--- config.mk ---
export PLATFORM = sky130hd
export DESIGN_NAME = sat_accum_16bit
export DESIGN_NICKNAME = d
export VERILOG_FILES = /design/src/rtl/sat_accum_16bit_pkg.sv /design/src/rtl/addsub_16bit.sv /design/src/rtl/sat_accum_16bit.sv
export SDC_FILE = /design/constraint.sdc
export NUM_CORES = 1
export LEC_CHECK = 0
export BUFFER_PORTS_ARGS = -buffer_cell sky130_fd_sc_hd__buf_2
export CORE_MARGIN = 2
export CORE_UTILIZATION = 60
export CTS_CLUSTER_DIAMETER = 40
export CTS_CLUSTER_SIZE = 10
export DETAILED_ROUTE_END_ITERATION = 16
export GPL_TIMING_DRIVEN = 1
export PLACE_DENSITY = 0.92
export SKIP_LAST_GASP = 1
export SYNTH_ARGS = -nofsm -noshare
export SYNTH_HDL_FRONTEND = slang
export SYNTH_SLANG_ARGS = --single-unit
--- constraint.sdc ---
create_clock -name clk -period 7.55 [get_ports clk]
set_clock_uncertainty 0.15 [all_clocks]
set_input_delay 0.755 -clock clk [delete_from_list [all_inputs] [get_ports clk]]
set_output_delay 0.755 -clock clk [all_outputs]
set_load 0.02 [all_outputs]
--- src/rtl/sat_accum_16bit_pkg.sv ---
// Shared constants, state encoding and overflow helper for the saturating accumulator.
package sat_accum_16bit_pkg;

  localparam logic [15:0] SAT_POS = 16'h7FFF;
  localparam logic [15:0] SAT_NEG = 16'h8000;

  typedef enum logic [1:0] {
    IDLE  = 2'd0,
    ACCUM = 2'd1,
    DONE  = 2'd2
  } state_t;

  // Signed overflow of a +/- b given the wrapped result raw.
  function automatic logic sat_ovfl(input logic [15:0] a, input logic [15:0] b,
                                    input logic sub, input logic [15:0] raw);
    logic ov;
    if (sub) begin
      ov = (a[15] != b[15]) && (raw[15] != a[15]);
    end else begin
      ov = (a[15] == b[15]) && (raw[15] != a[15]);
    end
    return ov;
  endfunction

endpackage

--- src/rtl/addsub_16bit.sv ---
// Combinational signed 16-bit add/subtract with clamping to the signed range.
module addsub_16bit
  import sat_accum_16bit_pkg::*;
(
  input  logic [15:0] a,
  input  logic [15:0] b,
  input  logic        sub,
  output logic [15:0] sum
);

  logic [15:0] raw_s;
  logic        ovfl_s;

  // On overflow the true result lies beyond the range on the side of a's sign.
  always_comb begin
    raw_s  = sub ? (a - b) : (a + b);
    ovfl_s = sat_ovfl(a, b, sub, raw_s);
    if (ovfl_s) begin
      sum = a[15] ? SAT_NEG : SAT_POS;
    end else begin
      sum = raw_s;
    end
  end

endmodule

--- src/rtl/sat_accum_16bit.sv ---
// Packet-folding saturating accumulator with a registered valid/ready result port.
module sat_accum_16bit
  import sat_accum_16bit_pkg::*;
#(
  parameter int MAX_BEATS = 16
) (
  input  logic        clk,
  input  logic        rst_n,
  input  logic        in_valid,
  output logic        in_ready,
  input  logic [15:0] in_data,
  input  logic        in_sub,
  input  logic        in_last,
  output logic        out_valid,
  input  logic        out_ready,
  output logic [15:0] out_data,
  output logic        out_ovfl,
  output logic        out_zero,
  output logic        out_neg,
  output logic        out_len_err,
  output logic        busy
);

  localparam int CNT_W = $clog2(MAX_BEATS + 1);
  localparam logic [CNT_W-1:0] CNT_MAX = CNT_W'(MAX_BEATS);
  localparam logic [CNT_W-1:0] CNT_ONE = CNT_W'(1);

  state_t            state_r, state_nxt;
  logic [15:0]       acc_r, acc_nxt;
  logic [CNT_W-1:0]  cnt_r, cnt_nxt;
  logic              ovfl_r, ovfl_nxt;
  logic              len_err_r, len_err_nxt;
  logic              valid_r, valid_nxt;
  logic              ready_r, ready_nxt;
  logic              zero_r, zero_nxt;
  logic              neg_r, neg_nxt;
  logic              busy_r, busy_nxt;

  logic [15:0]       base_s;
  logic [15:0]       nxt_s;
  logic [15:0]       raw_s;
  logic              beat_ovfl_s;
  logic              accept_s;

  assign base_s   = (state_r == ACCUM) ? acc_r : 16'h0000;
  assign accept_s = in_valid && (state_r != DONE);

  addsub_16bit u_addsub (
    .a   (base_s),
    .b   (in_data),
    .sub (in_sub),
    .sum (nxt_s)
  );

  // The adder only exports the clamped sum, so the overflow flag is rebuilt here.
  assign raw_s       = in_sub ? (base_s - in_data) : (base_s + in_data);
  assign beat_ovfl_s = sat_ovfl(base_s, in_data, in_sub, raw_s);

  // Next-state, datapath and result-flag logic.
  always_comb begin
    state_nxt   = state_r;
    acc_nxt     = acc_r;
    cnt_nxt     = cnt_r;
    ovfl_nxt    = ovfl_r;
    len_err_nxt = len_err_r;
    valid_nxt   = valid_r;
    case (state_r)
      IDLE: begin
        if (accept_s) begin
          acc_nxt     = nxt_s;
          ovfl_nxt    = beat_ovfl_s;
          cnt_nxt     = CNT_ONE;
          len_err_nxt = 1'b0;
          if (in_last) begin
            state_nxt = DONE;
            valid_nxt = 1'b1;
          end else begin
            state_nxt = ACCUM;
          end
        end else begin
          state_nxt = IDLE;
        end
      end
      ACCUM: begin
        if (accept_s) begin
          acc_nxt  = nxt_s;
          ovfl_nxt = ovfl_r | beat_ovfl_s;
          cnt_nxt  = cnt_r + CNT_ONE;
          if (in_last) begin
            state_nxt = DONE;
            valid_nxt = 1'b1;
          end else if (cnt_nxt == CNT_MAX) begin
            state_nxt   = DONE;
            valid_nxt   = 1'b1;
            len_err_nxt = 1'b1;
          end else begin
            state_nxt = ACCUM;
          end
        end else begin
          state_nxt = ACCUM;
        end
      end
      DONE: begin
        if (out_ready) begin
          state_nxt   = IDLE;
          acc_nxt     = 16'h0000;
          cnt_nxt     = '0;
          ovfl_nxt    = 1'b0;
          len_err_nxt = 1'b0;
          valid_nxt   = 1'b0;
        end else begin
          state_nxt = DONE;
        end
      end
      default: begin
        state_nxt   = IDLE;
        acc_nxt     = 16'h0000;
        cnt_nxt     = '0;
        ovfl_nxt    = 1'b0;
        len_err_nxt = 1'b0;
        valid_nxt   = 1'b0;
      end
    endcase
    zero_nxt  = valid_nxt && (acc_nxt == 16'h0000);
    neg_nxt   = valid_nxt && acc_nxt[15];
    ready_nxt = (state_nxt != DONE);
    busy_nxt  = (state_nxt != IDLE);
  end

  // State and output registers with synchronous active-low reset.
  always_ff @(posedge clk) begin
    if (!rst_n) begin
      state_r   <= IDLE;
      acc_r     <= 16'h0000;
      cnt_r     <= '0;
      ovfl_r    <= 1'b0;
      len_err_r <= 1'b0;
      valid_r   <= 1'b0;
      ready_r   <= 1'b1;
      zero_r    <= 1'b0;
      neg_r     <= 1'b0;
      busy_r    <= 1'b0;
    end else begin
      state_r   <= state_nxt;
      acc_r     <= acc_nxt;
      cnt_r     <= cnt_nxt;
      ovfl_r    <= ovfl_nxt;
      len_err_r <= len_err_nxt;
      valid_r   <= valid_nxt;
      ready_r   <= ready_nxt;
      zero_r    <= zero_nxt;
      neg_r     <= neg_nxt;
      busy_r    <= busy_nxt;
    end
  end

  assign in_ready    = ready_r;
  assign out_valid   = valid_r;
  assign out_data    = acc_r;
  assign out_ovfl    = ovfl_r;
  assign out_zero    = zero_r;
  assign out_neg     = neg_r;
  assign out_len_err = len_err_r;
  assign busy        = busy_r;

endmodule

## Yosys cells after proc, flatten, opt, wreduce, memory -nomap -nowiden

Index checks and enable logic that the tools add are counted.

- Muxes and demuxes: 35
- Add/subtract/negate cells: 3
- Reduce and logical (&&, ||, !) cells: 11
- Equality and inequality tests: 13
- Bitwise logic cells: 1

Operator list:

| cell | count |
|---|---|
| 2-to-1 mux 16 bit | 6 |
| case mux 16 bit (2 select lines) | 1 |
| adder 16 bit | 1 |
| zero test 16 bit | 1 |
| subtractor 16 bit | 1 |
| 2-to-1 mux 5 bit | 3 |
| case mux 5 bit (3 select lines) | 1 |
| 2-to-1 mux 1 bit | 14 |
| 2-to-1 mux 2 bit | 6 |
| != test 2 bit, second input constant | 6 |
| case mux 1 bit (3 select lines) | 3 |
| case mux 2 bit (3 select lines) | 1 |
| adder 5 x 1 -> 5 bit, second input constant | 1 |
| equality test 5 bit, second input constant | 1 |
| logical AND 1 bit | 5 |
| AND reduction 5 bit | 1 |
| AND reduction 3 bit | 1 |
| equality test 2 x 1 -> 1 bit, second input constant | 1 |
| equality test 2 bit, second input constant | 1 |
| zero test 2 bit | 1 |
| != test 1 bit | 2 |
| != test 2 x 1 -> 1 bit, second input constant | 1 |
| nonzero test 2 bit | 1 |
| OR reduction 2 bit | 1 |
| other kinds (2) | 2 |

- Logic and storage cells: 73
- Register bits: 30

## Depth between registers and ports, before layout

Gate-level depths: netlist of run 1.

- Word-level depth: 12
- Depth in mapped cells: 19
- Gate-level depth less buffers: 18

## By module

Synthesis of run 1 repeated with hierarchy kept, for this count alone.

- Cell total of the unflattened synthesis: 451
- Area total of the unflattened synthesis: 3590.9 µm²

By module, submodules not included:

| module | cells each | area an instance (µm²) | times used |
|---|---|---|---|
| sat_accum_16bit | 262 | 2208.4 | 1 |
| addsub_16bit | 189 | 1382.6 | 1 |

## Least setup slack after synthesis of run 1

No wires, ideal clock.

- Path kind: input to register
- Start: input port in_data[0]
- End: register zero_r, in the netlist out_zero
- Setup time: 0.088 ns
- Arrival: 3.943 ns
- Cell stages on the path: 18
- Slack: 3.369 ns
- Required time: 7.312 ns
- Cell sequence: inv_1 > ha_1 > nor2b_1 > nand3b_1 > nor3b_1 > nor2_1 > xnor2_1 > ha_1 > a21oi_1 > o21bai_1 > a21oi_1 > a31oi_1 > xnor2_1 > o31a_1 > a221o_1 > nor4bb_1 > nand4_1 > nor4_2

- Word-level cells in the longest chain between the ends: 10

RTL lines:

| item | line | RTL |
|---|---|---|
| start, declared | sat_accum_16bit.sv:11 | `input logic [15:0] in_data,` |
| adder 16 bit / subtractor 16 bit (equally long branches) | addsub_16bit.sv:16 | `raw_s = sub ? (a - b) : (a + b);` |
| 2-to-1 mux 16 bit * | addsub_16bit.sv:16 |  |
| != test 1 bit | sat_accum_16bit_pkg.sv:18, sat_accum_16bit_pkg.sv:20 |  |
| logical AND 1 bit, on equally long branches | sat_accum_16bit_pkg.sv:20, sat_accum_16bit_pkg.sv:18 |  |
| 2-to-1 mux 1 bit | sat_accum_16bit_pkg.sv:17 | `if (sub) begin` |
| 2-to-1 mux 16 bit * | addsub_16bit.sv:18 | `if (ovfl_s) begin` |
| 2-to-1 mux 16 bit * | sat_accum_16bit.sv:69, sat_accum_16bit.sv:85 |  |
| case mux 16 bit (2 select lines) * | sat_accum_16bit.sv:67 | `case (state_r)` |
| zero test 16 bit * | sat_accum_16bit.sv:124 | `zero_nxt = valid_nxt && (acc_nxt == 16'h0000);` |
| logical AND 1 bit * | sat_accum_16bit.sv:124 |  |
| end signal, assigned | sat_accum_16bit.sv:151 | `zero_r <= zero_nxt;` |
| end, declared | sat_accum_16bit.sv:35 | `logic zero_r, zero_nxt;` |

Every way passes the cells marked *; elsewhere a longest branch is shown, timed or not.
A chain may end at the register's enable or synchronous reset.

## Worst setup path in the final report of run 1

Ends and elaborated chain as after synthesis.

==> results of run 1 <==
-- per-layer routing --
layer	vias up	global-route usage
met4	0	0.111
met1	1312	0.393
met3	16	0.0556
met2	140	0.483
met5	-	0
li1	1365	-
-- path summary, 6_finish.rpt --
path | start | endpoint | slack [ns] | cells past startpoint
worst max register to register | state_r[1] | out_zero | 3.08 | 13
worst max-delay path | in_data[0] | out_zero | 2.71 | 19
worst min-delay path | cnt_r[4] | cnt_r[4] | 0.32 | 1
worst min register to register | cnt_r[4] | cnt_r[4] | 0.32 | 1
-- cell usage in the layout (no fill, tap or decap), types with 12 or more instances in the layout --
master | synthesis | routed
a21oi_1 | 33 | 33
and2_1 | 20 | 20
buf_2 | 1 | 44
dfxtp_1 | 30 | 30
ha_1 | 17 | 17
inv_1 | 12 | 12
nand2_1 | 32 | 32
nor2_1 | 44 | 44
o21ai_0 | 25 | 25
xnor2_1 | 23 | 23
-- power by group through the flow --
stage | clock (mW) | sequential (mW) | combinational, mW
3_5_place_dp | 0 | 0.187 | 0.178
3_3_place_gp | 0 | 0.187 | 0.175
6_report | 0.136 | 0.185 | 0.185
2_1_floorplan | 0 | 0.197 | 0.118
4_1_cts | 0.136 | 0.184 | 0.181
5_1_grt | 0.143 | 0.186 | 0.201
-- through the flow --
stage	hold WS, ns	cells
2_1_floorplan	0.286	356
3_3_place_gp	0.308	440
3_5_place_dp	0.314	440
4_1_cts	0.325	448
5_1_grt	0.360	448
6_report	0.323	448
-- layout make-up --
cell class / instances / area (um2) / area share
Clock buffer: 7 / 86.3 / 0.0288
Clock inverter: 1 / 5.00 / 0.00167
Inverter: 12 / 45.0 / 0.0150
Multi-Input combinational cell: 301 / 1970 / 0.657
Sequential cell: 30 / 601 / 0.200
Tap cell: 52 / 65.1 / 0.0217
Timing Repair Buffer: 45 / 228 / 0.0758
-- cells by family (layout without fill, tap and decap cells) --
| family | after synthesis | count (layout) | synth area share |
|---|---|---|---|
| adder cells (fa/ha/maj) | 18 | 18 | 0.0872 |
| flip-flops | 30 | 30 | 0.225 |
| multiplexers | 3 | 3 | 0.0117 |
| AO/OA/AOI/OAI | 109 | 109 | 0.268 |
| AND/OR/NAND/NOR | 142 | 142 | 0.278 |
| buffers and inverters | 25 | 65 | 0.0356 |
| XOR/XNOR | 29 | 29 | 0.0952 |
==> impl_metrics.yaml, run 1 <==
detailed_routing:
  ant_nets: 0
  vias_per_cell: 6.32
  post_drt_wl_per_cell_um: 16.1
  drt_iter0_markers: 241
  wl_met3_um: 630
  met2RoutedLength_um: 3360
  drtPass1Iterations: 5
  wl_met1_um: 3070
  dr.max_layer_used: "met4"
  drc: 0
  routed_wl_um: 7220
  vias: 2833
placed_design:
  dpl.hpwl_um: 5440
  place_congestion: 0.986
  pre_cts_ws_ns: 2.49
  postPlaceCellArea_um2: 2910
  io_buffers: 44
sta:
  worstMarginPinSlew_ns: 0.986
  setup_viol: 0
  relSlewSlack: 0.338
  final.setup.tns_ns: 0
  slew_viol_final: 0
  layout_min_cycle_time_ns: 4.84
  timing.final.ws_setup_ns: 2.71
  rsz0062_at_grt: "no"
  final.period_utilization: 0.640
  max_freq_ghz: 0.207
  hold_violations: 0
cells_and_area:
  diodes: 0
  final_cell_area_um2: 3000
  fin_util: 0.694
  area_growth_pct: 12.5
  drive_above_1_share: 0.172
  nNetsFinal: 435
  fill_cells: 358
  largest_reg_flops: 16
die:
  rows: 24
  die_w_um: 70.7
  start_util: 0.617
  dieArea_um2: 5000
  ios: 45
  core_region_area_um2: 4320
  die_h_um: 70.7
synthesis:
  synth_common_cells: "nor2_1, a21oi_1, nand2_1"
  netlist.area_leader.share: 0.225
  ys_types: 59
  synth_edf_count: 0
  syn_avg_cell_area_um2: 7.50
  synthCells: 356
  ys_top_cells_by_area: "dfxtp_1, ha_1, xnor2_1"
  synth_nets: 396
  synth_area_um2: 2670
  synth_most_common_cell: "nor2_1"
  ys.flop_type: "dfxtp_1"
  async_reset_ff_frac: 0
  synth_seq_cells: 30
  yosys_warnings: 0
  seq_area_frac_synth: 0.225
  yosys.area.top_type: "dfxtp_1"
critical_path:
  arrival_ns: 4.90
  cp_max_fo: 15
  crit_type: "primary input to register"
  critPathMaxStageDelay_ns: 0.44
  crit_required_ns: 7.61
  path_cells: "buf_2, inv_1, ha_1, nor2b_1, nand3b_1, nor4_1, nor2_1, xnor2_1, ha_1, nand4_1, a21oi_1, o31ai_1, a31oi_1, xnor2_1, o31a_1, a221o_1, nor4bb_1, nand4_1, nor4_2"
  start_kind: "primary input"
  crit_slowest_cell: "o31a_1"
  worst-path-buf-inv: 2
  path_delay_family: "simple AND/OR/NAND/NOR gates"
  cp-end-kind: "register"
grt:
  overflow: 0
  grt_pass1_vias: 2690
  grt_pass1_wl_um: 12100
  antenna_found_initial: 0
  grt.total_usage: 0.297
  grt_start_max_net_pins: 19
clocking:
  holdBufCountCts: 0
  cts_buffers: 5
  clock_path_buffers: 2
  cts_tree: "yes"
  cts_resized: 0
  cts.sinks: 30
  clockRootBuffer: "clkbuf_8"
  postCtsSetupRepairBufs: 0
  clk_pin_slew_ns: 0.07
  cts.htree.levels: 2
  clkLatencyLatePin_ns: 0.29
pwr:
  clock_power_share: 0.269
  p_sw_mw: 0.188
  p_int_mw: 0.317
  vdd_drop_max_mv: 0.190
  switching_share: 0.373
  combPwrFrac: 0.365
  power.density_nw_per_um2: 168
  seqPwrFrac: 0.366
  leakage_nw: 1.31
  power_mw: 0.505
min_path:
  hp-class: "register to register"
status:
  status: "finished, final reports clean"
run:
  maxCapViolations: 0
Power figures use the tool's default switching activity.
==> run 2: changes to the inputs <==
CORE_UTILIZATION = 52   (was 60)
PLACE_DENSITY = 0.86   (was 0.92)
clock period = 4.17 ns   (was 7.55 ns; I/O delays follow)
==> impl_metrics.yaml, run 2 (synthesized netlist as in run 1, its figures left out) <==
detailed_routing:
  drc: 0
  dr.max_layer_used: "met4"
  wl_met1_um: 3100
  vias_per_cell: 5.97
  vias: 2866
  drtPass1Iterations: 5
  wl_met3_um: 644
  ant_nets: 0
  drt_iter0_markers: 194
  routed_wl_um: 7530
  post_drt_wl_per_cell_um: 15.7
  met2RoutedLength_um: 3560
min_path:
  hp-class: "primary input to register"
  hold_start: "rst_n"
pwr:
  vdd_drop_max_mv: 0.256
  power.density_nw_per_um2: 288
  leakage_nw: 1.38
  power_mw: 0.917
sta:
  max_freq_ghz: 0.254
  final.period_utilization: 0.946
  slew_viol_final: 0
  whs_ns: 0.304
  setup_viol: 0
  relSlewSlack: 0.536
  timing.final.ws_setup_ns: 0.226
  layout_min_cycle_time_ns: 3.94
  worstMarginPinSlew_ns: 0.696
  hold_violations: 0
die:
  ios: 45
  core_region_area_um2: 5040
  start_util: 0.529
  die_h_um: 75.6
  die_w_um: 75.6
  rows: 26
  dieArea_um2: 5720
placed_design:
  io_buffers: 44
  pre_cts_ws_ns: -0.150
  dp.cells: 472
  place_congestion: 0.926
  dpl.hpwl_um: 5550
grt:
  grt_pass1_wl_um: 11500
  grt_start_max_net_pins: 19
  antenna_found_initial: 0
  overflow: 0
  grt.total_usage: 0.263
  grt_pass1_vias: 2538
clocking:
  cts_tree: "yes"
  clockRootBuffer: "clkbuf_8"
  cts.sinks: 30
  clock_path_buffers: 2
  cts.htree.levels: 2
  cts_buffers: 5
  clk_pin_slew_ns: 0.06
  clkLatencyLatePin_ns: 0.29
cells_and_area:
  diodes: 0
  final_cell_mix: "nor2_1, buf_2, nand2_1, a21oi_1, dfxtp_1"
  nNetsFinal: 450
  drive_above_1_share: 0.227
  area_growth_pct: 19.3
  layout.cells.non_filler: 480
  largest_reg_flops: 16
critical_path:
  cp_max_fo: 6
  crit_path_start: "in_data[1]"
  path_cells: "buf_2, inv_1, ha_1, nor2b_4, nand3b_1, nor2_1, nor2_1, xnor2_1, ha_1, a21o_1, a21o_1, a21oi_2, a31oi_2, xnor2_2, o31a_1, a221o_1, nor4bb_1, nand4_1, nor4_2"
  path_delay_family: "compound AO/OA/AOI/OAI gates"
  cp-end-kind: "register"
  arrival_ns: 4.00
  r2r_start: "state_r[1]"
  worst-path-buf-inv: 2
  start_kind: "primary input"
  crit_type: "primary input to register"
  critPathMaxStageDelay_ns: 0.38
  crit_required_ns: 4.22
  crit_slowest_cell: "o31a_1"
status:
  status: "finished, final reports clean"
run:
  maxCapViolations: 0
run 2: final timing paths:
path	slack, ns	depth (start not counted)	to
worst min register to register	0.33	2	out_len_err
worst min-delay path	0.30	3	out_len_err
worst max register to register	0.31	15	out_zero
worst max-delay path	0.23	19	out_zero
run 2: worst register-to-register path, cell delays in order, from the launching register on:
cell       delay [ns]
dfxtp_1          0.32
and2b_2          0.34
nand2_1          0.11
ha_1             0.16
inv_1            0.05
fa_1             0.40
a21oi_1          0.21
o21bai_1         0.16
a2111oi_0        0.41
or3_1            0.18
xnor2_1          0.11
nor2b_1          0.18
a2111oi_1        0.63
nor4bb_1         0.13
nand4_1          0.14
nor4_2           0.05
run 2: final cells by class:
type / instances / area, um2
tap: 70 / 87.6
sequential: 30 / 601
multi-input combinational: 301 / 2030
fill: 456 / 1860
clock buffer: 5 / 68.8
timing repair buffer: 60 / 344
inverter: 12 / 45.0
clock inverter: 2 / 10.0
run 2: through the flow:
stage | setup TNS [ns] | utilization | area, um2
2_1_floorplan | 0 | - | 2670
3_3_place_gp | 0 | 0.603 | 3040
3_5_place_dp | -0.150 | 0.603 | 3040
4_1_cts | 0 | 0.618 | 3120
5_1_grt | -0.0403 | 0.632 | 3180
6_report | 0 | 0.632 | 3180
run 2: where the power goes:
| part | switching (mW) | leakage [nW] | internal (mW) |
|---|---|---|---|
| sequential | 0.0215 | 0.247 | 0.310 |
| combinational | 0.215 | 1.09 | 0.150 |
| clock | 0.110 | 0.0438 | 0.112 |
run 2: what timing repair did:
action | 4_1_cts | 5_1_grt
resized for setup | 0 | 13
setup endpoints to repair | 0 | 2
buffers inserted | 0 | 1
hold buffers | 0 | 0
run 2: routing by layer:
metal  up-vias  GRT usage
met5         -          0
met3        27     0.0503
li1       1379          -
met1      1296      0.326
met2       164      0.444
met4         0      0.115
==> run 3: changes to the inputs <==
ABC_CLOCK_PERIOD_IN_PS = 4170   (was not set)
RECOVER_POWER = 25   (was not set)
==> impl_metrics.yaml, run 3 (synthesized netlist as in run 1, its figures left out) <==
pwr:
  leakage_nw: 1.33
  power.density_nw_per_um2: 288
  vdd_drop_max_mv: 0.255
clocking:
  clkLatencyLatePin_ns: 0.29
  clock_path_buffers: 2
  holdBufCountCts: 0
  clk_pin_slew_ns: 0.06
  cts_buffers: 5
  clockRootBuffer: "clkbuf_8"
  cts.sinks: 30
  cts.htree.levels: 2
  cts_tree: "yes"
die:
  start_util: 0.529
  rows: 26
  ios: 45
  die_h_um: 75.6
  core_region_area_um2: 5040
  dieArea_um2: 5720
  die_w_um: 75.6
cells_and_area:
  area_growth_pct: 18.7
  fill_cells: 462
  nNetsFinal: 450
  drive_above_1_share: 0.195
  largest_reg_flops: 16
  layout.cells.non_filler: 480
  final_cell_area_um2: 3170
  diodes: 0
  final_cell_mix: "nor2_1, nand2_1, buf_2, a21oi_1, dfxtp_1"
  mostFrequentLayoutCell: "nor2_1"
  fin_util: 0.628
sta:
  whs_ns: 0.305
  max_freq_ghz: 0.255
  relSlewSlack: 0.547
  worstMarginPinSlew_ns: 0.679
  setup_viol: 0
  slew_viol_final: 0
  layout_min_cycle_time_ns: 3.92
  hold_violations: 0
  final.period_utilization: 0.941
  timing.final.ws_setup_ns: 0.247
placed_design:
  dp.cells: 472
  place_congestion: 0.926
  postPlaceCellArea_um2: 3040
  io_buffers: 44
  dpl.hpwl_um: 5550
  pre_cts_ws_ns: -0.150
grt:
  grt_start_max_net_pins: 19
  grt.total_usage: 0.263
  grt_pass1_vias: 2538
  antenna_found_initial: 0
  grt_use_met2: 0.444
  use_met3: 0.0503
  grt_pass1_wl_um: 11500
  overflow: 0
  grt-busiest-layer: "met2"
  use_met1: 0.326
detailed_routing:
  drt_iter0_markers: 199
  drtPass1Iterations: 5
  routed_wl_um: 7470
  post_drt_wl_per_cell_um: 15.6
  drc: 0
  vias_per_cell: 5.99
  vias: 2876
  ant_nets: 0
critical_path:
  worst-path-buf-inv: 2
  crit_slowest_cell: "o31a_1"
  path_cells: "buf_2, inv_1, ha_1, nor2b_4, nand3b_1, nor2_1, nor2_1, xnor2_1, ha_1, a21o_1, a21o_1, a21oi_2, a31oi_2, xnor2_2, o31a_1, a221o_1, nor4bb_1, nand4_1, nor4_2"
  cp-end-kind: "register"
  path_delay_family: "compound AO/OA/AOI/OAI gates"
  crit_required_ns: 4.22
  arrival_ns: 3.97
  start_kind: "primary input"
  critPathMaxStageDelay_ns: 0.38
  cp_max_fo: 6
  crit_type: "primary input to register"
run:
  maxCapViolations: 0
min_path:
  hp-class: "primary input to register"
status:
  status: "finished, final reports clean"
[run 3: stage by stage]
stage / total power [mW] / TNS, ns
after CTS: 0.904 / 0
final: 0.914 / 0
after floorplan: 0.570 / 0
after global routing: 0.962 / -0.0403
after detailed placement: 0.680 / -0.150
after global placement: 0.672 / 0
[run 3: tightest hold or removal path, cell delays in order]
cell,delay (ns)
buf_2,0.15
o21ai_0,0.09
nor2_1,0.04
[run 3: layer usage]
layer,routed length (um),vias to the layer above
li1,-,1384
met1,3150,1309
met3,525,35
met4,266,0
met5,0,-
met2,3520,148
[run 3: report_power, final]
group          switching [mW]  internal [mW]  total [mW]
clock                   0.109          0.112       0.221
combinational           0.214          0.147       0.361
sequential             0.0218          0.310       0.332
total                   0.345          0.569       0.914
[run 3: worst paths after layout]
kind	start	to	slack (ns)	cells past startpoint
min reg2reg	out_len_err	out_len_err	0.34	2
max	in_data[1]	out_zero	0.25	19
min	rst_n	out_len_err	0.31	3
max reg2reg	state_r[1]	out_zero	0.33	15
[run 3: area by class of cell]
| class | count | area [um2] | share of cell area |
|---|---|---|---|
| clock buffers | 5 | 68.8 | 0.0217 |
| clock inverters | 2 | 10.0 | 0.00316 |
| inverters | 12 | 45.0 | 0.0142 |
| multi-input cells | 301 | 2030 | 0.640 |
| flip-flops and latches | 30 | 601 | 0.190 |
| well taps | 70 | 87.6 | 0.0276 |
| repair buffers | 60 | 328 | 0.103 |
[run 3: timing repair]
action	in CTS	in global routing
buffers inserted	0	1
resized for setup	0	13
setup endpoints to repair	0	2
